File: src/rtl/uart_packet_packer.sv
// uart_packet_packer
//   Frames ADS sample pairs and ADS/MPR register-read replies into 56-bit
//   packets (header byte in [55:48]) for the UART TX controller. Samples are
//   buffered in a small FIFO so the sensor side never waits on the UART.
//   A pending register reply always goes out ahead of queued samples.
//
// Ports
//   i_CLK, i_RSTN           clock, asynchronous active-low reset
//   i_ADS_DATA(_VALID)      {ch1, ch2} sample pair and its push strobe
//   i_REG_ADDR/DATA/SRC     register reply (SRC 0 = ADS, 1 = MPR)
//   i_REG_VALID             reply strobe
//   i_FLUSH                 discard queued samples
//   i_UART_DATA_TX_READY    controller ready; its 1->0 fall while valid
//                           is what consumes a packet
//   o_UART_DATA_TX(_VALID)  packet and its valid flag
//   o_FIFO_FULL             sample FIFO holds FIFO_DEPTH entries
//   o_DROP_CNT              saturating count of samples lost to a full FIFO
module uart_packet_packer #(
  parameter int          FIFO_DEPTH   = 4,
  parameter logic [7:0]  HDR_ADS_DATA = 8'hAA,
  parameter logic [7:0]  HDR_ADS_REG  = 8'h61,
  parameter logic [7:0]  HDR_MPR_REG  = 8'h6D
) (
  input  logic        i_CLK,
  input  logic        i_RSTN,
  input  logic [47:0] i_ADS_DATA,
  input  logic        i_ADS_DATA_VALID,
  input  logic [7:0]  i_REG_ADDR,
  input  logic [7:0]  i_REG_DATA,
  input  logic        i_REG_SRC,
  input  logic        i_REG_VALID,
  input  logic        i_FLUSH,
  input  logic        i_UART_DATA_TX_READY,
  output logic [55:0] o_UART_DATA_TX,
  output logic        o_UART_DATA_TX_VALID,
  output logic        o_FIFO_FULL,
  output logic [7:0]  o_DROP_CNT
);

  localparam int AW = $clog2(FIFO_DEPTH);

  typedef enum logic [1:0] {ST_IDLE, ST_PRESENT, ST_ACCEPT, ST_WAIT} state_t;

  state_t        state_q, state_d;
  logic [47:0]   fifoMem_q [FIFO_DEPTH];
  logic [AW:0]   wrPtr_q, wrPtr_d;
  logic [AW:0]   rdPtr_q, rdPtr_d;
  logic [7:0]    dropCnt_q, dropCnt_d;
  logic          slotFull_q, slotFull_d;
  logic [55:0]   slotData_q, slotData_d;
  logic [55:0]   dataTx_q, dataTx_d;

  logic          fifoEmpty;
  logic          fifoFull;
  logic          pop;
  logic          push;
  logic          takeReply;

  // Extra pointer MSB separates "full" (MSBs differ) from "empty" (equal).
  assign fifoEmpty = (wrPtr_q == rdPtr_q);
  assign fifoFull  = (wrPtr_q[AW] != rdPtr_q[AW]) &&
                     (wrPtr_q[AW-1:0] == rdPtr_q[AW-1:0]);

  // Packet FSM. A packet is only consumed on READY falling while valid, so
  // a long READY-high stretch (controller busy on RX) just holds the packet.
  // A flush in the same cycle as an IDLE pick blocks the sample pop, so
  // nothing from a discarded FIFO ever reaches the output.
  always_comb begin
    state_d   = state_q;
    dataTx_d  = dataTx_q;
    pop       = 1'b0;
    takeReply = 1'b0;
    case (state_q)
      ST_IDLE: begin
        if (slotFull_q) begin
          dataTx_d  = slotData_q;
          takeReply = 1'b1;
          state_d   = ST_PRESENT;
        end else if (!fifoEmpty && !i_FLUSH) begin
          dataTx_d = {HDR_ADS_DATA, fifoMem_q[rdPtr_q[AW-1:0]]};
          pop      = 1'b1;
          state_d  = ST_PRESENT;
        end
      end
      ST_PRESENT: if (i_UART_DATA_TX_READY)  state_d = ST_ACCEPT;
      ST_ACCEPT:  if (!i_UART_DATA_TX_READY) state_d = ST_WAIT;
      ST_WAIT:    if (i_UART_DATA_TX_READY)  state_d = ST_IDLE;
      default:    state_d = ST_IDLE;
    endcase
  end

  // FIFO pointers and drop counter. A pop in the same cycle frees a slot,
  // so a push into a full FIFO is accepted then; a flush discards the push
  // without counting it as a drop.
  always_comb begin
    push      = 1'b0;
    wrPtr_d   = wrPtr_q;
    rdPtr_d   = rdPtr_q + (AW+1)'(pop);
    dropCnt_d = dropCnt_q;
    if (i_FLUSH) begin
      wrPtr_d = '0;
      rdPtr_d = '0;
    end else if (i_ADS_DATA_VALID) begin
      if (!fifoFull || pop) begin
        push    = 1'b1;
        wrPtr_d = wrPtr_q + (AW+1)'(1);
      end else if (dropCnt_q != 8'hFF) begin
        dropCnt_d = dropCnt_q + 8'd1;
      end
    end
  end

  // Single reply slot: a reply arriving while it is occupied is lost.
  always_comb begin
    slotFull_d = slotFull_q;
    slotData_d = slotData_q;
    if (takeReply) slotFull_d = 1'b0;
    if (i_REG_VALID && !slotFull_q) begin
      slotFull_d = 1'b1;
      slotData_d = {(i_REG_SRC ? HDR_MPR_REG : HDR_ADS_REG),
                    i_REG_ADDR, i_REG_DATA, 32'h0};
    end
  end

  always_ff @(posedge i_CLK or negedge i_RSTN) begin
    if (!i_RSTN) begin
      state_q    <= ST_IDLE;
      wrPtr_q    <= '0;
      rdPtr_q    <= '0;
      dropCnt_q  <= '0;
      slotFull_q <= 1'b0;
      slotData_q <= '0;
      dataTx_q   <= '0;
    end else begin
      state_q    <= state_d;
      wrPtr_q    <= wrPtr_d;
      rdPtr_q    <= rdPtr_d;
      dropCnt_q  <= dropCnt_d;
      slotFull_q <= slotFull_d;
      slotData_q <= slotData_d;
      dataTx_q   <= dataTx_d;
    end
  end

  // Storage needs no reset; the pointers decide what is valid.
  always_ff @(posedge i_CLK) begin
    if (push) fifoMem_q[wrPtr_q[AW-1:0]] <= i_ADS_DATA;
  end

  assign o_UART_DATA_TX       = dataTx_q;
  assign o_UART_DATA_TX_VALID = (state_q == ST_PRESENT) || (state_q == ST_ACCEPT);
  assign o_FIFO_FULL          = fifoFull;
  assign o_DROP_CNT           = dropCnt_q;

endmodule

File: config.mk
export PLATFORM = sky130hd
export DESIGN_NAME = uart_packet_packer
export DESIGN_NICKNAME = d
export VERILOG_FILES = /design/src/rtl/uart_packet_packer.sv
export SDC_FILE = /design/constraint.sdc
export NUM_CORES = 1
export LEC_CHECK = 0
export ABC_AREA = 1
export CORE_MARGIN = 3
export CORE_UTILIZATION = 30
export DETAILED_ROUTE_END_ITERATION = 10
export HOLD_SLACK_MARGIN = 0.1
export PLACE_DENSITY = 0.58
export SLEW_MARGIN = 10
export SYNTH_ARGS = -nofsm -noshare
export SYNTH_HDL_FRONTEND = slang
export SYNTH_SLANG_ARGS = --single-unit
File: constraint.sdc
create_clock -name i_CLK -period 5.45 [get_ports i_CLK]
set_input_delay 0.8175 -clock i_CLK [delete_from_list [all_inputs] [get_ports i_CLK]]
set_output_delay 0.8175 -clock i_CLK [all_outputs]
set_load 0.02 [all_outputs]
# After elaboration in Yosys (flattened, before gate mapping)
# Memories as Yosys holds them, arrays and structs flattened.
# Cells that the tools add are included.
[word_totals]
regBits = 97
ram_bits = 192
output_inout_bits = 66
wordCells = 67
memories = 1
[classes]
add_sub_neg = 3
eq_ne = 11
mux = 25
bitwise = 2
n_reduce_logical = 18
[memory_table]
columns = ["name", "depth", "width", "read_ports", "rd_ports_with_merged_regs", "wr", "line_no", "rtl"]
rows = [
  ["fifoMem_q", 4, 48, 1, 0, 1, "45", "logic [47:0] fifoMem_q [FIFO_DEPTH];"],
]
[op_table]
columns = ["cell", "n"]
rows = [
  ["56-bit 2-to-1 mux", 2],
  ["1-bit 2-to-1 mux", 12],
  ["3-bit 2-to-1 mux", 4],
  ["2-bit 2-to-1 mux", 5],
  ["8-bit by 1-bit adder with 8-bit output, second input constant", 1],
  ["8-bit != test, second input constant", 1],
  ["2-bit one-hot mux with 4 select lines", 1],
  ["4-bit AND reduction", 2],
  ["2-bit nonzero test", 4],
  ["2-bit != test, second input constant", 3],
  ["2-bit equality test, second input constant", 2],
  ["1-bit logical NOT", 4],
  ["4-bit 2-to-1 mux", 1],
  ["2-bit AND reduction", 2],
  ["3-bit by 1-bit adder with 3-bit output", 1],
  ["3-bit by 1-bit adder with 3-bit output, second input constant", 1],
  ["3-bit equality test", 1],
  ["1-bit logical AND", 3],
  ["3-bit != test, second input constant", 1],
  ["2-bit by 1-bit equality test with 1-bit output, second input constant", 1],
  ["2-bit equality test", 1],
  ["2-bit logical NOT", 1],
  ["1-bit logical OR", 2],
  ["1-bit NOT", 2],
  ["1-bit != test", 1],
]

# Logic depth before layout (Yosys ltp)
# Gate-level depths: netlist (run 1).
[depth]
ltp_word = 12
mapped_depth = 13
ltp_nobuf = 11

# Worst setup path after synthesis (run 1)
# OpenSTA, ideal clock, no wires.
[synth_timing]
path_kind = "input to register"
start = "in i_FLUSH"
end = "mem fifoMem_q[0][0], enable pin"
setup_ns = 0.454
arrival_time_ns = 3.319
required_time_ns = 4.996
path_slack_ns = 1.678
path_stages = 5
n_path_buf = 0
cell_sequence = "inv_1 nand3_4 nand2_1 nand2_1 nor2_1"
[synth_via]
elab_chain_cells = 11
[synth_rtl]
columns = ["element", "line_no", "rtl"]
rows = [
  ["start: declaration", "32", "input logic i_FLUSH,"],
  ["1-bit logical NOT", "79", "end else if (!fifoEmpty && !i_FLUSH) begin"],
  ["1-bit logical AND", "79", ""],
  ["1-bit 2-to-1 mux", "79", ""],
  ["1-bit 2-to-1 mux", "75", "if (slotFull_q) begin"],
  ["1-bit 2-to-1 mux", "73", "case (state_q)"],
  ["1-bit logical OR", "104", "if (!fifoFull || pop) begin"],
  ["1-bit 2-to-1 mux", "104", ""],
  ["1-bit 2-to-1 mux", "103", "end else if (i_ADS_DATA_VALID) begin"],
  ["1-bit 2-to-1 mux *", "100", "if (i_FLUSH) begin"],
  ["1-bit 2-to-1 mux *", "147", "if (push) fifoMem_q[wrPtr_q[AW-1:0]] <= i_ADS_DATA;"],
  ["1-bit 2-to-1 mux (not written as such) *", "147", ""],
  ["end: declaration", "45", ""],
]
# Every way passes the cells marked *; elsewhere a longest branch is shown, timed or not.

# Final worst setup path (run 1)
[layout_timing]
start = "reg rdPtr_q[1]"
end = "out o_FIFO_FULL"
[layout_via]
elab_chain_cells = 2
[layout_rtl]
columns = ["element", "line_no", "rtl"]
rows = [
  ["start: declaration", "47", "logic [AW:0] rdPtr_q, rdPtr_d;"],
  ["start signal: assignment", "137", "rdPtr_q <= rdPtr_d;"],
  ["2-bit equality test", "62", "(wrPtr_q[AW-1:0] == rdPtr_q[AW-1:0]);"],
  ["1-bit logical AND", "61", "assign fifoFull = (wrPtr_q[AW] != rdPtr_q[AW]) &&"],
  ["end: declaration", "36", "output logic o_FIFO_FULL,"],
]
# No other way between the ends.

==> results of run 1 <==
## cell families (layout without fill, tap and decap cells)
family          Yosys count  after routing  synth area share [%]
flops                   280            280                  70.7
buf+inv                  87            236                  3.54
mux                      17             17                  1.70
simple gates            387            387                  14.8
fa+ha+maj                11             11                  1.22
compound gates          140            140                  7.46
other cells               1              1                0.0333
xor+xnor                  6              6                 0.467
## per-layer routing
layer	global-route usage [%]	up-vias	wire (um)
li1	-	3495	-
met1	19.4	3508	12800
met2	21.8	191	12700
met3	2.01	39	1300
met4	3.33	0	550
met5	0	-	0
## flip-flops by register name (all words and copies together), names as in the netlist
register / count
fifoMem_q: 192
slotData_q: 18
wrPtr_q: 3
o_DROP_CNT: 8
o_UART_DATA_TX: 53
rdPtr_q: 3
slotFull_q: 1
state_q: 2
## cells in the final DEF, fill, tap and decap left out, types with 6 or more instances in the layout
master / synthesis / layout
buf_4: 5 / 12
clkbuf_1: 18 / 6
clkbuf_16: 0 / 31
clkdlybuf4s50_1: 0 / 134
dfrtp_1: 88 / 86
edfxtp_1: 192 / 192
ha_1: 11 / 11
inv_1: 28 / 28
mux2_2: 17 / 17
nand2_1: 186 / 185
nand3_1: 110 / 110
nor2_1: 78 / 74
o21ai_0: 84 / 84
o21ai_1: 13 / 13
o21bai_1: 8 / 8
o22a_1: 32 / 32
## worst max path at each step
stage	slack (ns)	startpoint	to	cells past startpoint
after CTS	1.33	rdPtr_q[1]	o_FIFO_FULL	6
after global placement	1.47	rdPtr_q[1]	fifoMem_q[1][32]	10
final	1.28	rdPtr_q[1]	o_FIFO_FULL	6
after floorplan	1.68	i_FLUSH	fifoMem_q[0][0]	5
after global routing	1.09	rdPtr_q[1]	o_FIFO_FULL	6
after detailed placement	1.38	rdPtr_q[1]	fifoMem_q[1][34]	10
## metrics by stage
step                      setup slack [ns]  hold slack [ns]  power (uW)  utilization, %  cells
final                                 1.28            0.158        6600            38.2   1546
after global routing                  1.09            0.166        6960            38.2   1546
after CTS                             1.33            0.145        6700            38.2   1546
after detailed placement              1.38            0.474        4620            35.5   1490
after global placement                1.47            0.434        4590            35.5   1490
after floorplan                       1.68            0.423        3840               -    929
## power groups by stage
stage / registers [uW] / logic [uW] / clock network (uW)
global placement: 2880 / 1710 / 0
global route: 2880 / 1890 / 2190
detailed placement: 2880 / 1730 / 0
finish: 2830 / 1710 / 2060
CTS: 2840 / 1740 / 2120
floorplan: 3030 / 806 / 0
## cell type report
type	count	area share, %
clock buffer	37	5.68
clock inverter	19	1.51
inverter	34	0.943
multi-input combinational	562	20.8
sequential	280	56.7
tap	468	4.16
timing repair buffer	146	10.2
==> flow_summary_export.csv, run 1 <==
group,metric,value,unit
placed_design,io_buffers,135,
sta,min_period,4.17,ns
sta,finalSetupViolCount,0,
worst_setup_path,crit_path_end_kind,"output port",
floorplan,std_cell_rows,70,
worst_setup_path,max_stage_delay,0.73,ns
route,vias,7233,
clocking,cts.path.max_buffers,3,
yosys,synth_cell_types,31,
sta,slew_viol_final,0,
power_and_ir_drop,vdd_ir_drop_max,0.241,mV
worst_setup_path,r2r_end,"fifoMem_q[1][25]",
worst_setup_path,cp_max_fo,50,
finish,multi_input_area,2930,um2
sta,fin_crit_sh,76.5,%
worst_setup_path,rr_worst_depth,10,
grt,grt-ovfl-total,0,
finish,areaGrowthSynthToFinish,24.8,%
finish,n_fill_cell,3506,
sta,relSlewSlack,34.5,%
worst_setup_path,worstPathCellList,"buf_4, inv_2, nand2_1, nand2_1, nor3_1, clkdlybuf4s50_1",
placed_design,placed_area,13100,um2
sta,fmax,240,MHz
power_and_ir_drop,combPwrFrac,25.9,%
finish,regArea,7970,um2
grt,antenna_found_initial,0,
floorplan,die_area,39900,um2
floorplan,die_y,200,um
power_and_ir_drop,power_leakage,0.00538,uW
power_and_ir_drop,switching_share,30.8,%
clocking,cts_buffers,30,
finish,design_area,14100,um2
sta,rsz0062_at_grt,"no",
yosys,async_reset_ff_share,31.4,%
worst_setup_path,crit_family,"buffers and inverters",
power_and_ir_drop,p_switching,2030,uW
worst_setup_path,crit_required,4.63,ns
floorplan,initial_core_util,30.6,%
power_and_ir_drop,pwr-share-clk,31.2,%
clocking,postCtsSetupRepairBufs,0,
clocking,clkLatencyLatePin,0.55,ns
route,wl_per_cell,17.7,um
worst_setup_path,critPathArrivalTime,3.35,ns
yosys,synth_top_area_share,51.2,%
grt,grt_max_degree,97,
yosys,synth_common_cells,"edfxtp_1 (192), nand2_1 (186), nand3_1 (110), dfrtp_1 (88), o21ai_0 (84)",
clocking,holdBufCountCts,0,
sta,finalSetupTns,0,ns
placed_design,dpl.hpwl,17400,um
floorplan,ios,137,
route,viasPerCell,4.68,
yosys,synth_edf_count,192,
power_and_ir_drop,power-per-cell-area,469,nW/um2
sta,hold_viol,0,
yosys,synth.avg_cell_area,12.1,um2
floorplan,core,36800,um2
worst_setup_path,crit_top_cell,"nand2_1",
clocking,ctsResizeCount,0,
worst_setup_path,worstSetupPathType,"reg2out",
hold_path,hold_path.class,"in2async",
sta,tightest_slew,0.983,ns
yosys,yosysTopAreaCell,"edfxtp_1",
yosys,yosysMostFrequentCell,"edfxtp_1",
floorplan,chipWidth,200,um
yosys,synth_warnings,0,
route,ant_nets,0,
finish,layout-drive-gt1-share,9.09,%
grt,grt_usage,13.5,%
finish,num_antenna_cells,0,
worst_setup_path,cpMaxStageDelayCell,"clkdlybuf4s50_1",
yosys,synth_fp_nets,1011,
yosys,synth_area_leaders,"edfxtp_1 (51%), dfrtp_1 (20%), nand2_1 (6.2%)",
yosys,synthesis.instances,929,
flow_run,cap_violations,0,
placed_design,place.gp.congestion,0.794,
yosys,netlist_area,11300,um2
sta,skew,0.0185,ns
route,drc,0,
status,status,"finished, final reports clean",
clocking,htreeDepth,1,
clocking,clkSlewWorstSetupHoldPaths,0.06,ns
grt,grt_pass1_wl,42200,um
worst_setup_path,cp-start-kind,"flop",
yosys,synth-main-ff-cell,"edfxtp_1",
clocking,cts-root-buf,"clkbuf_16",
worst_setup_path,critPathBufInv,3,
power_and_ir_drop,p_seq_share,42.9,%
worst_setup_path,r2r_slack,1.46,ns
yosys,synth_seq_cells,280,
clocking,cts_tree,"built",
route,wirelength,27400,um
route,firstDrtPassIters,6,
worst_setup_path,reg2reg_from,"rdPtr_q[1]",
yosys,yosysSeqAreaShare,70.7,%
power_and_ir_drop,p_int,4570,uW
finish,final_nets,1136,
clocking,cts_sinks,280,
grt,grt_pass1_vias,7329,
route,drt_iter0_drc,445,
Power figures use the tool's default switching activity.
==> run 2, diff against run 1 <==
PLACE_DENSITY = 0.6   (was 0.58)
clock period = 3.7 ns   (was 5.45 ns; I/O delays follow)
==> run 2 against run 1 <==
  * Worst hold slack better by 0.31 ns
  * Combinational power up 49%
  * Clock power up 40%
  * Setup slack worse by 0.77 ns
  * Core utilization up 0.065 points
  * Total power up 45%
  * Final cell count unchanged
  * Clock skew up 0.0035 ns
  * Die area unchanged
  * Critical path depth down 1
  * First-iteration DRC count up 1.1%
  * Largest power group unchanged
==> flow_summary_export.csv, run 2 (same netlist as run 1, synthesis figures left out) <==
group,metric,value,unit
status,status,"finished, final reports clean",
sta,slew_viol_final,0,
worst_setup_path,rr_worst_depth,8,
worst_setup_path,worstSetupPathType,"reg2out",
floorplan,initial_core_util,30.6,%
power_and_ir_drop,power,9600,uW
floorplan,core,36800,um2
grt,grt_pass1_wl,42800,um
finish,design_area,14100,um2
worst_setup_path,cp_max_fo,25,
worst_setup_path,cp-start-kind,"flop",
route,vias,7303,
floorplan,die_y,200,um
finish,final_common_cell,"edfxtp_1",
grt,grt-ovfl-total,0,
floorplan,die_area,39900,um2
worst_setup_path,reg2reg_from,"slotFull_q",
floorplan,std_cell_rows,70,
clocking,htreeDepth,1,
finish,regArea,7970,um2
clocking,cts_buffers,28,
clocking,ctsResizeCount,0,
route,wl_per_cell,17.8,um
finish,n_fill_cell,3534,
sta,hold_viol,0,
clocking,postCtsSetupRepairBufs,0,
clocking,cts_sinks,280,
sta,min_period,3.19,ns
clocking,cts-root-buf,"clkbuf_16",
route,firstDrtPassIters,4,
sta,finalSetupViolCount,0,
power_and_ir_drop,power-per-cell-area,681,nW/um2
placed_design,place.gp.congestion,0.787,
finish,final_core_util,38.3,%
finish,layout-drive-gt1-share,9.55,%
clocking,holdBufCountCts,1,
worst_setup_path,critPathArrivalTime,2.63,ns
route,drc,0,
route,viasPerCell,4.72,
grt,grt_usage,13.7,%
finish,mostFrequentLayoutCells,"edfxtp_1 (192), nand2_1 (185), clkdlybuf4s50_1 (134)",
sta,relSlewSlack,34.6,%
sta,rsz0062_at_grt,"no",
grt,grt_max_degree,97,
worst_setup_path,r2r_end,"fifoMem_q[0][43]",
placed_design,placed_area,13100,um2
route,ant_nets,0,
sta,tightest_slew,0.981,ns
sta,finalSetupTns,0,ns
route,drt_iter0_drc,450,
sta,skew,0.0220,ns
hold_path,worstHoldStart,"slotData_q[53]",
grt,antenna_found_initial,2,
clocking,cts_tree,"built",
clocking,cts.path.max_buffers,3,
worst_setup_path,crit_required,3.14,ns
floorplan,ios,137,
finish,final_nets,1138,
floorplan,chipWidth,200,um
finish,multi_input_area,2940,um2
worst_setup_path,r2r_slack,1.02,ns
finish,areaGrowthSynthToFinish,25.1,%
finish,largest_reg_flops,192,
flow_run,cap_violations,0,
placed_design,io_buffers,135,
placed_design,dp.cells,1493,
clocking,clkLatencyLatePin,0.55,ns
grt,grt_pass1_vias,7480,
finish,final_cells,1546,
placed_design,dpl.hpwl,17300,um
clocking,clkSlewWorstSetupHoldPaths,0.06,ns
hold_path,worstHoldEndpoint,"slotData_q[53]",
sta,fin_crit_sh,86.1,%
hold_path,hold_path.class,"reg2reg",
power_and_ir_drop,vdd_ir_drop_max,0.334,mV
hold_path,hold_depth,2,
finish,num_antenna_cells,0,
route,wirelength,27600,um
sta,fmax,314,MHz
power_and_ir_drop,power_leakage,0.00538,uW
worst_setup_path,crit_path_end_kind,"output port",
run 2: changes by cell type in the layout (fill, tap and decap cells not counted), sizes merged:
cell         change
buf              +3
clkinv           -2
bufinv           -1
inv              -3
clkinvlp         +2
dlygate4sd3      +1
run 2: stage by stage:
| stage | hold slack, ns | setup WS (ns) |
|---|---|---|
| 3_3_place_gp | 0.436 | 0.886 |
| 5_1_grt | 0.491 | 0.429 |
| 6_report | 0.464 | 0.515 |
| 2_1_floorplan | 0.259 | 0.0614 |
| 4_1_cts | 0.465 | 0.493 |
| 3_5_place_dp | 0.449 | 0.848 |
run 2: layer usage:
metal | vias up | global-route usage [%] | part of all wire, %
li1 | 3501 | - | -
met5 | - | 0 | 0.12
met3 | 33 | 2.43 | 5.0
met4 | 4 | 2.92 | 1.4
met1 | 3616 | 18.8 | 46
met2 | 149 | 22.8 | 48
run 2: final cells by class:
cell class	instances	area share (%)
sequential	280	56.6
multi-input combinational	562	20.8
timing repair buffer	150	10.7
clock buffer	37	5.57
tap	468	4.16
clock inverter	15	1.24
inverter	34	0.941
run 2: worst max-delay path by stage:
stage,to,depth (start not counted),from,slack (ns)
final,o_FIFO_FULL,5,rdPtr_q[1],0.51
after global routing,o_FIFO_FULL,5,rdPtr_q[1],0.43
after CTS,o_FIFO_FULL,5,rdPtr_q[1],0.49
after detailed placement,fifoMem_q[0][36],7,i_FLUSH,0.85
after global placement,fifoMem_q[0][38],7,i_FLUSH,0.89
after floorplan,fifoMem_q[0][0],8,state_q[0],0.06
run 2: critical path, stage by stage, from the launching register on:
cell and delay (ns):
dfrtp_2 0.67, inv_2 0.17, nand2_1 0.09, nand2_1 0.07, nor3_1 0.36, clkdlybuf4s50_1 0.71
run 2: report_power, final:
part	switching, uW	internal [uW]	total (uW)
logic	1480	1060	2540
clock network	1180	1710	2890
registers	311	3860	4170
==> run 3, diff against run 2 <==
SLEW_MARGIN = 20   (was 10)
==> results of run 3 <==
Same layout as run 2: the final DEF is identical, and so are final timing and power.
